[src/rtl/muldiv_ctrl.sv]
// EX-stage controller for an iterative mul/div unit: issues one request at a
// time, drains killed requests, and short-circuits repeats via a one-entry cache.
module muldiv_ctrl #(
  parameter int unsigned XLEN = 64
) (
  input  logic            clk,
  input  logic            rst,
  input  logic            ex_valid,
  input  logic            ex_is_muldiv,
  input  logic [2:0]      ex_funct3,
  input  logic            ex_is_op32,
  input  logic [XLEN-1:0] ex_op1,
  input  logic [XLEN-1:0] ex_op2,
  input  logic [4:0]      ex_rd,
  input  logic            flush,
  output logic            ex_stall,
  output logic            mdu_valid,
  input  logic            mdu_ready,
  output logic [2:0]      mdu_funct3,
  output logic            mdu_is_op32,
  output logic [XLEN-1:0] mdu_op1,
  output logic [XLEN-1:0] mdu_op2,
  input  logic            mdu_rvalid,
  input  logic [XLEN-1:0] mdu_result,
  output logic            wb_valid,
  input  logic            wb_ready,
  output logic [4:0]      wb_rd,
  output logic [XLEN-1:0] wb_data
);

  localparam int unsigned F3W = 3;
  localparam int unsigned RDW = 5;

  typedef enum logic [2:0] {
    IDLE  = 3'd0,
    ISSUE = 3'd1,
    WAIT  = 3'd2,
    DRAIN = 3'd3,
    DONE  = 3'd4
  } state_e;

  state_e            state_q, state_d;
  logic              mdu_valid_q, mdu_valid_d;
  logic              wb_valid_q, wb_valid_d;
  logic [F3W-1:0]    f3_q, f3_d;
  logic              op32_q, op32_d;
  logic [XLEN-1:0]   op1_q, op1_d;
  logic [XLEN-1:0]   op2_q, op2_d;
  logic [RDW-1:0]    rd_q, rd_d;
  logic [XLEN-1:0]   data_q, data_d;
  logic              c_valid_q, c_valid_d;
  logic [F3W-1:0]    c_f3_q, c_f3_d;
  logic              c_op32_q, c_op32_d;
  logic [XLEN-1:0]   c_op1_q, c_op1_d;
  logic [XLEN-1:0]   c_op2_q, c_op2_d;
  logic [XLEN-1:0]   c_data_q, c_data_d;
  logic              accept;
  logic              cache_hit;

  // Tags compare at full width, so W-forms with differing upper bits miss.
  assign cache_hit = c_valid_q && (c_f3_q == ex_funct3) && (c_op32_q == ex_is_op32)
                     && (c_op1_q == ex_op1) && (c_op2_q == ex_op2);
  assign accept    = ex_valid && ex_is_muldiv && !flush;

  always_comb begin
    state_d     = state_q;
    mdu_valid_d = 1'b0;
    wb_valid_d  = 1'b0;
    f3_d        = f3_q;
    op32_d      = op32_q;
    op1_d       = op1_q;
    op2_d       = op2_q;
    rd_d        = rd_q;
    data_d      = data_q;
    c_valid_d   = c_valid_q;
    c_f3_d      = c_f3_q;
    c_op32_d    = c_op32_q;
    c_op1_d     = c_op1_q;
    c_op2_d     = c_op2_q;
    c_data_d    = c_data_q;
    case (state_q)
      IDLE: begin
        if (accept) begin
          rd_d = ex_rd;
          if (cache_hit) begin
            data_d  = c_data_q;
            state_d = DONE;
          end else begin
            f3_d    = ex_funct3;
            op32_d  = ex_is_op32;
            op1_d   = ex_op1;
            op2_d   = ex_op2;
            state_d = ISSUE;
          end
        end
      end
      ISSUE: begin
        // A handshake already taken must be drained even if killed this cycle.
        if (mdu_ready) state_d = flush ? DRAIN : WAIT;
        else if (flush) state_d = IDLE;
      end
      WAIT: begin
        if (flush) begin
          state_d = mdu_rvalid ? IDLE : DRAIN;
        end else if (mdu_rvalid) begin
          data_d    = mdu_result;
          c_valid_d = 1'b1;
          c_f3_d    = f3_q;
          c_op32_d  = op32_q;
          c_op1_d   = op1_q;
          c_op2_d   = op2_q;
          c_data_d  = mdu_result;
          state_d   = DONE;
        end
      end
      DRAIN: begin
        if (mdu_rvalid) state_d = IDLE;
      end
      DONE: begin
        if (wb_ready || flush) state_d = IDLE;
      end
      default: state_d = IDLE;
    endcase
    mdu_valid_d = (state_d == ISSUE);
    wb_valid_d  = (state_d == DONE);
  end

  always_ff @(posedge clk or negedge rst) begin
    if (!rst) begin
      state_q     <= IDLE;
      mdu_valid_q <= 1'b0;
      wb_valid_q  <= 1'b0;
      f3_q        <= '0;
      op32_q      <= 1'b0;
      op1_q       <= '0;
      op2_q       <= '0;
      rd_q        <= '0;
      data_q      <= '0;
      c_valid_q   <= 1'b0;
      c_f3_q      <= '0;
      c_op32_q    <= 1'b0;
      c_op1_q     <= '0;
      c_op2_q     <= '0;
      c_data_q    <= '0;
    end else begin
      state_q     <= state_d;
      mdu_valid_q <= mdu_valid_d;
      wb_valid_q  <= wb_valid_d;
      f3_q        <= f3_d;
      op32_q      <= op32_d;
      op1_q       <= op1_d;
      op2_q       <= op2_d;
      rd_q        <= rd_d;
      data_q      <= data_d;
      c_valid_q   <= c_valid_d;
      c_f3_q      <= c_f3_d;
      c_op32_q    <= c_op32_d;
      c_op1_q     <= c_op1_d;
      c_op2_q     <= c_op2_d;
      c_data_q    <= c_data_d;
    end
  end

  // DRAIN holds any muldiv in EX regardless of flush so it cannot issue early.
  assign ex_stall = ex_valid && ex_is_muldiv &&
                    ((state_q == DRAIN) ||
                     (!((state_q == DONE) && wb_ready) && !flush));

  assign mdu_valid   = mdu_valid_q;
  assign mdu_funct3  = f3_q;
  assign mdu_is_op32 = op32_q;
  assign mdu_op1     = op1_q;
  assign mdu_op2     = op2_q;
  assign wb_valid    = wb_valid_q;
  assign wb_rd       = rd_q;
  assign wb_data     = data_q;

endmodule

[config.mk]
export PLATFORM = sky130hd
export DESIGN_NAME = muldiv_ctrl
export DESIGN_NICKNAME = d
export VERILOG_FILES = /design/src/rtl/muldiv_ctrl.sv
export SDC_FILE = /design/constraint.sdc
export NUM_CORES = 1
export LEC_CHECK = 0
export BUFFER_PORTS_ARGS = -buffer_cell sky130_fd_sc_hd__buf_2
export CORE_AREA = 3 3 179 181
export CTS_BUF_LIST = sky130_fd_sc_hd__clkbuf_4 sky130_fd_sc_hd__clkbuf_8 sky130_fd_sc_hd__clkbuf_16
export CTS_CLUSTER_DIAMETER = 120
export DETAILED_ROUTE_END_ITERATION = 10
export DIE_AREA = 0 0 182 184
export PLACE_DENSITY_LB_ADDON = 0.3
export RECOVER_POWER = 100
export SETUP_SLACK_MARGIN = 0.15
export SLEW_MARGIN = 10
export SYNTH_ARGS = -nofsm -noshare
export SYNTH_HDL_FRONTEND = slang
export SYNTH_SLANG_ARGS = --single-unit
[constraint.sdc]
create_clock -name clk -period 4.1 [get_ports clk]
set_clock_uncertainty 0.2 [all_clocks]
set_input_delay 0 -clock clk [delete_from_list [all_inputs] [get_ports clk]]
set_output_delay 0 -clock clk [all_outputs]
set_load 0.005 [all_outputs]
==> reports/metrics.yaml, run 1 <==
synthesis:
  yosys_warnings: 0
  muxShareOfSynthArea: 0.288
  synth_top_family_by_area: "multiplexers"
  synthXorXnorAreaFrac: 0.0394
  synth_fa_ha_area_frac: 0
  synthCells: 1237
  synth_area_per_cell_um2: 14.2
  syn_area_mm2: 0.0176
  ys_seq_area_frac: 0.574
  synth_compound_area_frac: 0.0228
  synth-simple-area-share: 0.0572
  synth-edff-count: 0
  ys_ff_latch: 403
  synth_nets: 1446
  synth_ff_type: "dfrtp_1"
  synth.distinct_cells: 38
  async_flop_share: 1.00
route:
  antenna_left: 0
  wl_met1_mm: 19.7
  top_layer: "met4"
  drt_first_pass_iters: 5
  drc: 0
  wl_per_cell_um: 22.4
  dr_wl_met3_mm: 3.66
  via_count: 12900
  routed_wl_mm: 51.6
  drt_iter0_markers: 900
  dr_wl_met2_mm: 25.9
  viasPerCell: 5.60
cts:
  path_clk_slew_ns: 0.07
  cts_buffers: 42
  clkLatencyLatePin_ns: 0.53
  cts_tree: "yes"
  cts.root.buffer_cell: "clkbuf_16"
  clock_path_buffers: 3
  cts.htree.levels: 2
  cts.sinks: 403
sta:
  slew_viol_final: 137
  max_slew_margin: -0.888
  fmax_mhz: 267
  layout_min_cycle_time_ns: 3.75
  worstMarginPinSlew_ns: 2.83
  period_share: 0.915
  setup_viol: 0
  setup_slack_ns: 0.348
  tns_ns: 0
  finalHoldViolCount: 0
  rsz0062_at_grt: "no"
power:
  leakagePower_nw: 10.6
  power.density_mw_per_mm2: 720
  peakVddDrop_mv: 0.537
  total_power_mw: 17.0
die:
  boundaryPins: 413
  start_util: 0.574
  fp.coreArea_mm2: 0.0306
  dieArea_mm2: 0.0335
  die_y_um: 184
  die_w_um: 182
  rows: 64
grt:
  grt_max_degree: 114
  grt_pass1_vias: 14200
  antenna_found_initial: 3
  overflow: 0
  grt_usage: 0.302
  grt_pass1_wl_mm: 79.5
worst_hold_path:
  whs_path_depth: 3
  holdCritPathClass: "in -> reg"
run_status:
  violations: "max-capacitance violations, max-slew violations"
  status: "finished with violations"
setup_path:
  worstPathRequired_ns: 4.31
  endpoint_kind: "register"
  reg2reg_depth: 5
  start_kind: "register"
  cp.arrival_ns: 3.96
  path_max_fanout: 113
  crit_type: "reg -> reg"
final_layout:
  nets: 2076
  drive_gt1_frac: 0.383
  area_delta_synth_final_pct: 34.3
flow_run:
  drv_cap: 2
place:
  gp_congestion: 0.949
  post-place-ws_ns: 0.615
  dpl.hpwl_mm: 32.7
  numPortBuffers: 412
==> cell usage after synthesis (all sizes together), types with 12 or more instances <==
cell type,count,area share
buf,16,0.0056
clkbuf,36,0.0077
dfrtp,403,0.57
inv,27,0.0058
mux2,449,0.29
nand2,21,0.0045
nand2b,50,0.018
nand4,32,0.011
nor2b,19,0.0068
nor4,18,0.0064
o21ai,18,0.0053
xnor2,67,0.033
xor2,12,0.0060
==> kinds of logic after synthesis <==
group | count (synthesis)
muxes | 449
DFF | 403
and+or+nand+nor | 172
xor gates and xnor gates | 79
buffers and inverters | 79
AOI/OAI and AO/OA | 55
==> per-stage QoR <==
stage	hold WS, ns	utilization	std cells	cell area [um2]
detailed placement	-0.0684	0.657	2005	20100
finish	0.0472	0.771	2300	23600
global placement	-0.0776	0.657	2005	20100
global route	0.0561	0.771	2299	23600
floorplan	-0.496	-	1237	17600
CTS	0.00187	0.779	2296	23800
==> final timing paths <==
kind	startpoint	to	slack (ns)
min reg2reg	wb_rd[4]	wb_rd[4]	0.30
max	state_q[1]	c_data_q[58]	0.35
min	mdu_result[10]	c_data_q[10]	0.05
max reg2reg	state_q[1]	c_data_q[58]	0.35
max in group asynchronous	rst	c_data_q[22]	0.76
min in group asynchronous	rst	mdu_op1[48]	1.26
==> cells in the final DEF (no fill, tap or decap), types with 15 or more instances in the layout <==
cell,instances
mux2_1,71
mux2_2,378
clkbuf_1,155
dfrtp_1,403
buf_2,257
inv_1,27
clkbuf_16,45
xnor2_1,67
nand2_1,21
nor2b_1,19
clkbuf_8,15
nor4_1,18
nand4_1,32
o21ai_0,17
nand2b_1,50
dlygate4sd3_1,214
==> layout make-up <==
cell class | instances | area, um2
Sequential cell | 403 | 10100
Clock buffer | 67 | 1390
Multi-Input combinational cell | 755 | 7180
Tap cell | 396 | 495
Timing Repair Buffer | 638 | 4160
Antenna cell | 4 | 10.0
Fill cell | 1919 | 7000
Inverter | 27 | 101
Clock inverter | 10 | 181
==> worst max-delay path: stages (launching register included) <==
cell and delay (ns):
dfrtp_1 0.43, inv_1 0.14, nor3_1 0.35, and3b_1 1.39
buf_12 0.57, mux2_2 0.42
==> per-layer routing <==
metal | global-route usage | vias up
li1 | - | 5699
met1 | 0.369 | 6483
met2 | 0.514 | 537
met3 | 0.0704 | 153
met4 | 0.139 | 0
met5 | 0 | -
==> flip-flops by register name, summed over array words and instances, names as in the netlist <==
name / cells
wb_rd: 5
mdu_is_op32: 1
mdu_op2: 64
mdu_valid: 1
wb_data: 64
c_op32_q: 1
mdu_funct3: 3
c_op2_q: 64
c_op1_q: 64
c_data_q: 64
state_q: 3
mdu_op1: 64
c_valid_q: 1
wb_valid: 1
c_f3_q: 3
==> power breakdown <==
part	switching, mW	total, mW	internal [mW]	leakage, nW
sequential	1.36	7.27	5.91	4.98
clock	1.56	4.20	2.63	0.787
combinational	2.50	5.53	3.03	4.83
==> timing repair <==
| action | CTS | global route |
|---|---|---|
| buffers inserted | 0 | 0 |
| hold endpoints to repair | 375 | 1 |
| gates resized for setup | 0 | 3 |
| hold buffers | 214 | 1 |
| endpoints found under the setup margin | 0 | 1 |
Power figures use the tool's default switching activity.
==> run 2, diff against run 1 <==
--- a/config.mk
+++ b/config.mk
@@ -6,11 +6,11 @@
 export NUM_CORES = 1
 export LEC_CHECK = 0
 export BUFFER_PORTS_ARGS = -buffer_cell sky130_fd_sc_hd__buf_2
-export CORE_AREA = 3 3 179 181
+export CORE_AREA = 3 3 205 157
 export CTS_BUF_LIST = sky130_fd_sc_hd__clkbuf_4 sky130_fd_sc_hd__clkbuf_8 sky130_fd_sc_hd__clkbuf_16
 export CTS_CLUSTER_DIAMETER = 120
 export DETAILED_ROUTE_END_ITERATION = 10
-export DIE_AREA = 0 0 182 184
+export DIE_AREA = 0 0 208 160
 export PLACE_DENSITY_LB_ADDON = 0.3
 export RECOVER_POWER = 100
 export SETUP_SLACK_MARGIN = 0.15
==> constraint.sdc (replaced) <==
create_clock -name clk -period 4.1 [get_ports clk]
set_clock_uncertainty 0.2 [all_clocks]
set_input_delay 1.025 -clock clk [delete_from_list [all_inputs] [get_ports clk]]
set_output_delay 1.025 -clock clk [all_outputs]
set_load 0.005 [all_outputs]
==> run 2 against run 1 <==
Sequential cell count unchanged. Critical path depth increased by 5. Non-clock buffer count decreased by 195. Largest cell class unchanged. Count of clock-buffer cells in the layout decreased by 8. Global-route usage decreased by 1.8 points. Clock power decreased by 12%. The run still ends with max-capacitance violations, max-slew violations left. Routed wire length decreased by 8.1%.
==> reports/metrics.yaml, run 2 (same netlist as run 1, synthesis figures left out) <==
run_status:
  status: "finished with violations"  # unchanged
  violations: "max-capacitance violations, max-slew violations"  # unchanged
sta:
  finalHoldViolCount: 0  # unchanged
  layout_min_cycle_time_ns: 3.87  # was 3.75 ns
  tns_ns: 0  # unchanged
  max_slew_margin: -0.550  # was -0.888
  fmax_mhz: 259  # was 267 MHz
  setup_viol: 0  # unchanged
  rsz0062_at_grt: "no"  # unchanged
  worstMarginPinSlew_ns: 2.32  # was 2.83 ns
  slew_viol_final: 252  # was 137
  period_share: 0.943  # was 0.915
setup_path:
  crit_top_cell: "clkbuf_1"
  endpoint_kind: "register"  # unchanged
  critPathMaxStageDelay_ns: 0.83  # was 1.39 ns
  critPathSlowestCell: "nor4_1"  # was and3b_1
  critPathLaunch: "ex_op2[2]"  # was state_q[1]
  path_max_fanout: 10  # was 113
  start_kind: "primary input"  # was register
  reg2reg_to: "mdu_op1[56]"  # was c_data_q[58]
  cp.arrival_ns: 4.09  # was 3.96 ns
  crit_type: "in -> reg"  # was reg -> reg
  cp_cell_sequence: "clkbuf_1 -> xnor2_1 -> nand4_1 -> nor4_1 -> nand2_1 -> or3_1 -> o21ai_4 -> buf_12 -> clkbuf_1 -> mux2_2"  # was inv_1 -> nor3_1 -> and3b_1 -> buf_12 -> mux2_2
  worst-r2r-setup-slack_ns: 0.47  # was 0.35 ns
  reg2reg_depth: 10  # was 5
  worstPathRequired_ns: 4.33  # was 4.31 ns
  r2r-start: "c_op2_q[21]"  # was state_q[1]
route:
  drt_iter0_markers: 779  # was 900
  wl_per_cell_um: 22.5  # was 22.4 um
  drc: 0  # unchanged
  antenna_left: 0  # unchanged
  via_count: 12000  # was 12900
  viasPerCell: 5.67  # was 5.60
  drt_first_pass_iters: 5  # unchanged
  routed_wl_mm: 47.5  # was 51.6 mm
worst_hold_path:
  whs_path_depth: 1  # was 3
  holdPathEnd: "c_data_q[9]"  # was c_data_q[10]
  min_from: "c_data_q[9]"  # was mdu_result[10]
  holdCritPathClass: "reg -> reg"  # was in -> reg
final_layout:
  final_util: 0.710  # was 0.771
  area_delta_synth_final_pct: 21.8  # was 34.3%
  nets: 1879  # was 2076
  final_common_cell: "dfrtp_1"  # unchanged
  drive_gt1_frac: 0.440  # was 0.383
  layout_common_cells: "dfrtp_1, mux2_2, buf_2, clkbuf_1, mux2_1"  # was dfrtp_1, mux2_2, buf_2, dlygate4sd3_1, clkbuf_1
  fillers: 2159  # was 1919
grt:
  grt_use_met1: 0.380  # was 0.369
  grt_pass1_wl_mm: 74.4  # was 79.5 mm
  overflow: 0  # unchanged
  antenna_found_initial: 15  # was 3
  grt_use_met2: 0.451  # was 0.514
  top_usage_layer: "met2"  # unchanged
  grt_usage: 0.284  # was 0.302
  grt_pass1_vias: 13000  # was 14200
  grt_max_degree: 93  # was 114
  gr-usage-met3: 0.0723  # was 0.0704
cts:
  cts.sinks: 403  # unchanged
  clock_path_buffers: 3  # unchanged
  cts_buffers: 40  # was 42
  cts.htree.levels: 2  # unchanged
  post-cts-setup-buffers: 0  # unchanged
  clkLatencyLatePin_ns: 0.54  # was 0.53 ns
  cts_tree: "yes"  # unchanged
  cts_resized: 0  # unchanged
  path_clk_slew_ns: 0.06  # was 0.07 ns
  cts.root.buffer_cell: "clkbuf_16"  # unchanged
  hold_buffers: 0  # was 214
power:
  peakVddDrop_mv: 0.433  # was 0.537 mV
  total_power_mw: 16.2  # was 17.0 mW
  leakagePower_nw: 9.74  # was 10.6 nW
  power.density_mw_per_mm2: 757  # was 720 mW/mm2
die:
  fp.coreArea_mm2: 0.0301  # was 0.0306 mm2
  die_y_um: 160  # was 184 um
  die_w_um: 208  # was 182 um
  boundaryPins: 413  # unchanged
  rows: 55  # was 64
  start_util: 0.583  # was 0.574
  dieArea_mm2: 0.0333  # was 0.0335 mm2
place:
  dpl.hpwl_mm: 34.9  # was 32.7 mm
  gp_congestion: 0.907  # was 0.949
  numPortBuffers: 412  # unchanged
flow_run:
  drv_cap: 4  # was 2
## run 2: cell types whose count changed in the layout (fill, tap and decap cells not counted), sizes merged
cell,before,now
clkbuf,224,214
buf,267,288
diode,4,11
clkinv,4,8
inv,28,29
bufinv,5,2
dlygate4sd3,214,0
## run 2: how the worst max path moves through the flow
stage	endpoint	slack, ns	cells past startpoint
detailed placement	mdu_op1[27]	-0.11	10
CTS	mdu_op1[27]	0.46	10
global placement	mdu_op2[2]	-0.12	10
finish	mdu_op1[56]	0.23	10
global route	mdu_op1[44]	0.18	10
floorplan	mdu_op2[10]	0.64	9
## run 2: final cells by class
cell class,instances,area [um2],area share
tap,399,499,0.0233
sequential,403,10100,0.471
clock buffer,59,1200,0.0563
multi-input combinational,755,7160,0.335
inverter,27,101,0.00473
clock inverter,12,121,0.00567
antenna,11,27.5,0.00129
timing repair buffer,443,2210,0.103
## run 2: routing by layer
layer	routed length (um)	part of all wire
met5	41	0.00086
met4	1800	0.038
met3	3460	0.073
met2	22300	0.47
met1	19800	0.42
## run 2: where the power goes
part	switching [mW]	internal (mW)	total, mW
clock network	1.53	2.17	3.70
registers	1.30	5.91	7.21
logic	2.37	2.93	5.30
## run 2: worst max-delay path, delay by kind of cell
kind | cells | cell delay, ns
AND/OR/NAND/NOR | 4 | 1.56
buffers and inverters | 3 | 0.63
multiplexers | 1 | 0.39
XOR/XNOR | 1 | 0.26
AO/OA/AOI/OAI | 1 | 0.22
## run 2: per-stage QoR
stage / worst slack [ns] / instance area [um2] / hold slack [ns] / cells
3_5_place_dp: -0.109 / 20400 / 0.287 / 2027
4_1_cts: 0.463 / 21700 / 0.301 / 2098
2_1_floorplan: 0.638 / 17600 / 0.262 / 1237
3_3_place_gp: -0.123 / 20400 / 0.281 / 2027
6_report: 0.233 / 21400 / 0.301 / 2109
5_1_grt: 0.176 / 21400 / 0.316 / 2109
==> run 3, diff against run 2 <==
--- a/config.mk
+++ b/config.mk
@@ -5,12 +5,12 @@
 export SDC_FILE = /design/constraint.sdc
 export NUM_CORES = 1
 export LEC_CHECK = 0
-export BUFFER_PORTS_ARGS = -buffer_cell sky130_fd_sc_hd__buf_2
-export CORE_AREA = 3 3 205 157
+export CORE_AREA = 3 3 202 155
 export CTS_BUF_LIST = sky130_fd_sc_hd__clkbuf_4 sky130_fd_sc_hd__clkbuf_8 sky130_fd_sc_hd__clkbuf_16
 export CTS_CLUSTER_DIAMETER = 120
 export DETAILED_ROUTE_END_ITERATION = 10
-export DIE_AREA = 0 0 208 160
+export DIE_AREA = 0 0 205 158
+export DONT_BUFFER_PORTS = 1
 export PLACE_DENSITY_LB_ADDON = 0.3
 export RECOVER_POWER = 100
 export SETUP_SLACK_MARGIN = 0.15
==> run 3 against run 2 <==
The flow finishes with violations (negative hold slack, max-capacitance violations, max-slew violations). First-iteration DRC count shrank 7.6%. Fmax increased by 3.2%. Core utilization fell by 4.7 points. Sequential cell count stayed put. Cell area fell by 9.6%. Combinational power is 27% lower. Die area is 2.7% lower. Worst setup slack better by 0.12 ns. Register-to-register slack got worse by 0.02 ns. Global-route usage shrank 2.1 points. Non-clock buffer count down 427. Largest power group unchanged.
==> reports/metrics.yaml, run 3 (same netlist as run 1, synthesis figures left out) <==
run_status:
  status: "finished with violations"  # unchanged
  violations: "negative hold slack, max-capacitance violations, max-slew violations"  # was max-capacitance violations, max-slew violations
setup_path:
  reg2reg_to: "wb_data[5]"  # was mdu_op1[56]
  crit_type: "in -> reg"  # unchanged
  cp.arrival_ns: 3.95  # was 4.09 ns
  start_kind: "primary input"  # unchanged
  worst-r2r-setup-slack_ns: 0.45  # was 0.47 ns
  cp_cell_sequence: "xnor2_1 -> nand4_1 -> nor4_1 -> nand2_1 -> nor4b_1 -> buf_4 -> a21oi_1 -> clkbuf_4 -> mux2_1"  # was clkbuf_1 -> xnor2_1 -> nand4_1 -> nor4_1 -> nand2_1 -> or3_1 -> o21ai_4 -> buf_12 -> clkbuf_1 -> mux2_2
  critPathMaxStageDelay_ns: 0.72  # was 0.83 ns
  critPathTopFamily: "simple AND/OR/NAND/NOR gates"  # unchanged
  critPathSlowestCell: "nor4_1"  # unchanged
  path_max_fanout: 64  # was 10
  worst-path-buf-inv: 2  # was 3
  r2r-start: "c_op2_q[2]"  # was c_op2_q[21]
  worstPathRequired_ns: 4.30  # was 4.33 ns
  reg2reg_depth: 9  # was 10
  endpoint_kind: "register"  # unchanged
route:
  drt_first_pass_iters: 5  # unchanged
  via_count: 10200  # was 12000
  routed_wl_mm: 43.7  # was 47.5 mm
  wl_per_cell_um: 26.3  # was 22.5 um
  viasPerCell: 6.16  # was 5.67
  drt_iter0_markers: 720  # was 779
  antenna_left: 0  # unchanged
  drc: 0  # unchanged
die:
  die_w_um: 205  # was 208 um
  die_y_um: 158  # was 160 um
  fp.coreArea_mm2: 0.0292  # was 0.0301 mm2
  rows: 54  # was 55
  boundaryPins: 413  # unchanged
  start_util: 0.602  # was 0.583
  dieArea_mm2: 0.0324  # was 0.0333 mm2
sta:
  period_share: 0.914  # was 0.943
  finalHoldViolCount: 3  # was 0
  max_slew_margin: -0.242  # was -0.550
  slew_viol_final: 125  # was 252
  rsz0062_at_grt: "no"  # unchanged
  tns_ns: 0  # unchanged
  whs_ns: -0.00514  # was 0.301 ns
  layout_min_cycle_time_ns: 3.75  # was 3.87 ns
  setup_viol: 0  # unchanged
  fmax_mhz: 267  # was 259 MHz
  worstMarginPinSlew_ns: 1.86  # was 2.32 ns
final_layout:
  final_util: 0.663  # was 0.710
  fillers: 2069  # was 2159
  drive_gt1_frac: 0.364  # was 0.440
  final_common_cell: "dfrtp_1"  # unchanged
  regArea_mm2: 0.0101  # unchanged
  num_antenna_cells: 0  # was 11
  nets: 1452  # was 1879
  finalNonFillerCells: 1661  # was 2109
  stdcell_area_mm2: 0.0193  # was 0.0214 mm2
  area_delta_synth_final_pct: 10.1  # was 21.8%
  multi_input_area_mm2: 0.00716  # unchanged
  layout_common_cells: "dfrtp_1, mux2_2, mux2_1, xnor2_1, nand2b_1"  # was dfrtp_1, mux2_2, buf_2, clkbuf_1, mux2_1
flow_run:
  drv_cap: 2  # was 4
cts:
  cts_tree: "yes"  # unchanged
  cts.root.buffer_cell: "clkbuf_16"  # unchanged
  cts.htree.levels: 2  # unchanged
  post-cts-setup-buffers: 0  # unchanged
  cts_resized: 0  # unchanged
  cts.sinks: 403  # unchanged
  clkLatencyLatePin_ns: 0.54  # about the same
  cts_buffers: 40  # unchanged
  clock_path_buffers: 3  # unchanged
  path_clk_slew_ns: 0.06  # about the same
place:
  numPortBuffers: 0  # was 412
  place_inst: 1593  # was 2027
  dpl.hpwl_mm: 31.7  # was 34.9 mm
  dpl_cell_area_mm2: 0.0180  # was 0.0204 mm2
  gp_congestion: 0.903  # was 0.907
grt:
  grt_pass1_wl_mm: 64.6  # was 74.4 mm
  grt_pass1_vias: 10600  # was 13000
  antenna_found_initial: 0  # was 15
  grt_usage: 0.263  # was 0.284
  grt_max_degree: 404  # was 93
  overflow: 0  # unchanged
power:
  leakagePower_nw: 8.41  # was 9.74 nW
  peakVddDrop_mv: 0.484  # was 0.433 mV
  power.density_mw_per_mm2: 793  # was 757 mW/mm2
worst_hold_path:
  holdCritPathClass: "in -> async"  # was reg -> reg
run 3: metal layers:
metal  GRT usage  wire, um  share of wire
met4      0.0930      1430          0.033
met1       0.342     17500           0.40
met5           0         0              0
met3       0.102      4670           0.11
met2       0.406     20100           0.46
run 3: layout make-up:
class | count | share of cell area
Clock buffer | 57 | 0.0618
Clock inverter | 11 | 0.00964
Inverter | 27 | 0.00524
Multi-Input combinational cell | 755 | 0.370
Sequential cell | 403 | 0.521
Tap cell | 392 | 0.0253
Timing Repair Buffer | 16 | 0.00660
run 3: power breakdown:
part           switching, mW  leakage, nW  internal [mW]  total (mW)
Clock                   1.50        0.691           2.34        3.84
Combinational           1.51         2.73           2.37        3.88
Sequential              1.71         4.98           5.91        7.61
run 3: how the worst max path moves through the flow:
stage          slack (ns)           to        from  cells past startpoint
2_1_floorplan        0.64  mdu_op2[10]  ex_op1[57]                      9
3_3_place_gp         0.16   mdu_op2[2]   ex_op2[2]                      8
3_5_place_dp         0.14  mdu_op1[42]   ex_op2[1]                      8
4_1_cts              0.70   mdu_op2[2]   ex_op2[1]                      8
5_1_grt              0.30   wb_data[5]   ex_op2[2]                      9
6_report             0.35   wb_data[5]   ex_op2[2]                      9
run 3: metrics by stage:
| step | power (mW) | worst slack, ns | hold WS, ns |
|---|---|---|---|
| global placement | 11.3 | 0.159 | 0.284 |
| CTS | 15.5 | 0.699 | -0.0291 |
| detailed placement | 11.6 | 0.136 | 0.292 |
| floorplan | 10.2 | 0.638 | 0.262 |
| global route | 16.2 | 0.302 | -0.0322 |
| finish | 15.3 | 0.354 | -0.00514 |
run 3: worst register-to-register path, stage by stage (launching register included):
cell and delay (ns):
dfrtp_1 0.40, xnor2_1 0.20, nand4_1 0.12, nor4_1 0.72
nand2_1 0.14, nor4b_1 0.39, buf_4 0.17, a21oi_1 0.06
clkbuf_4 0.55, mux2_1 0.57
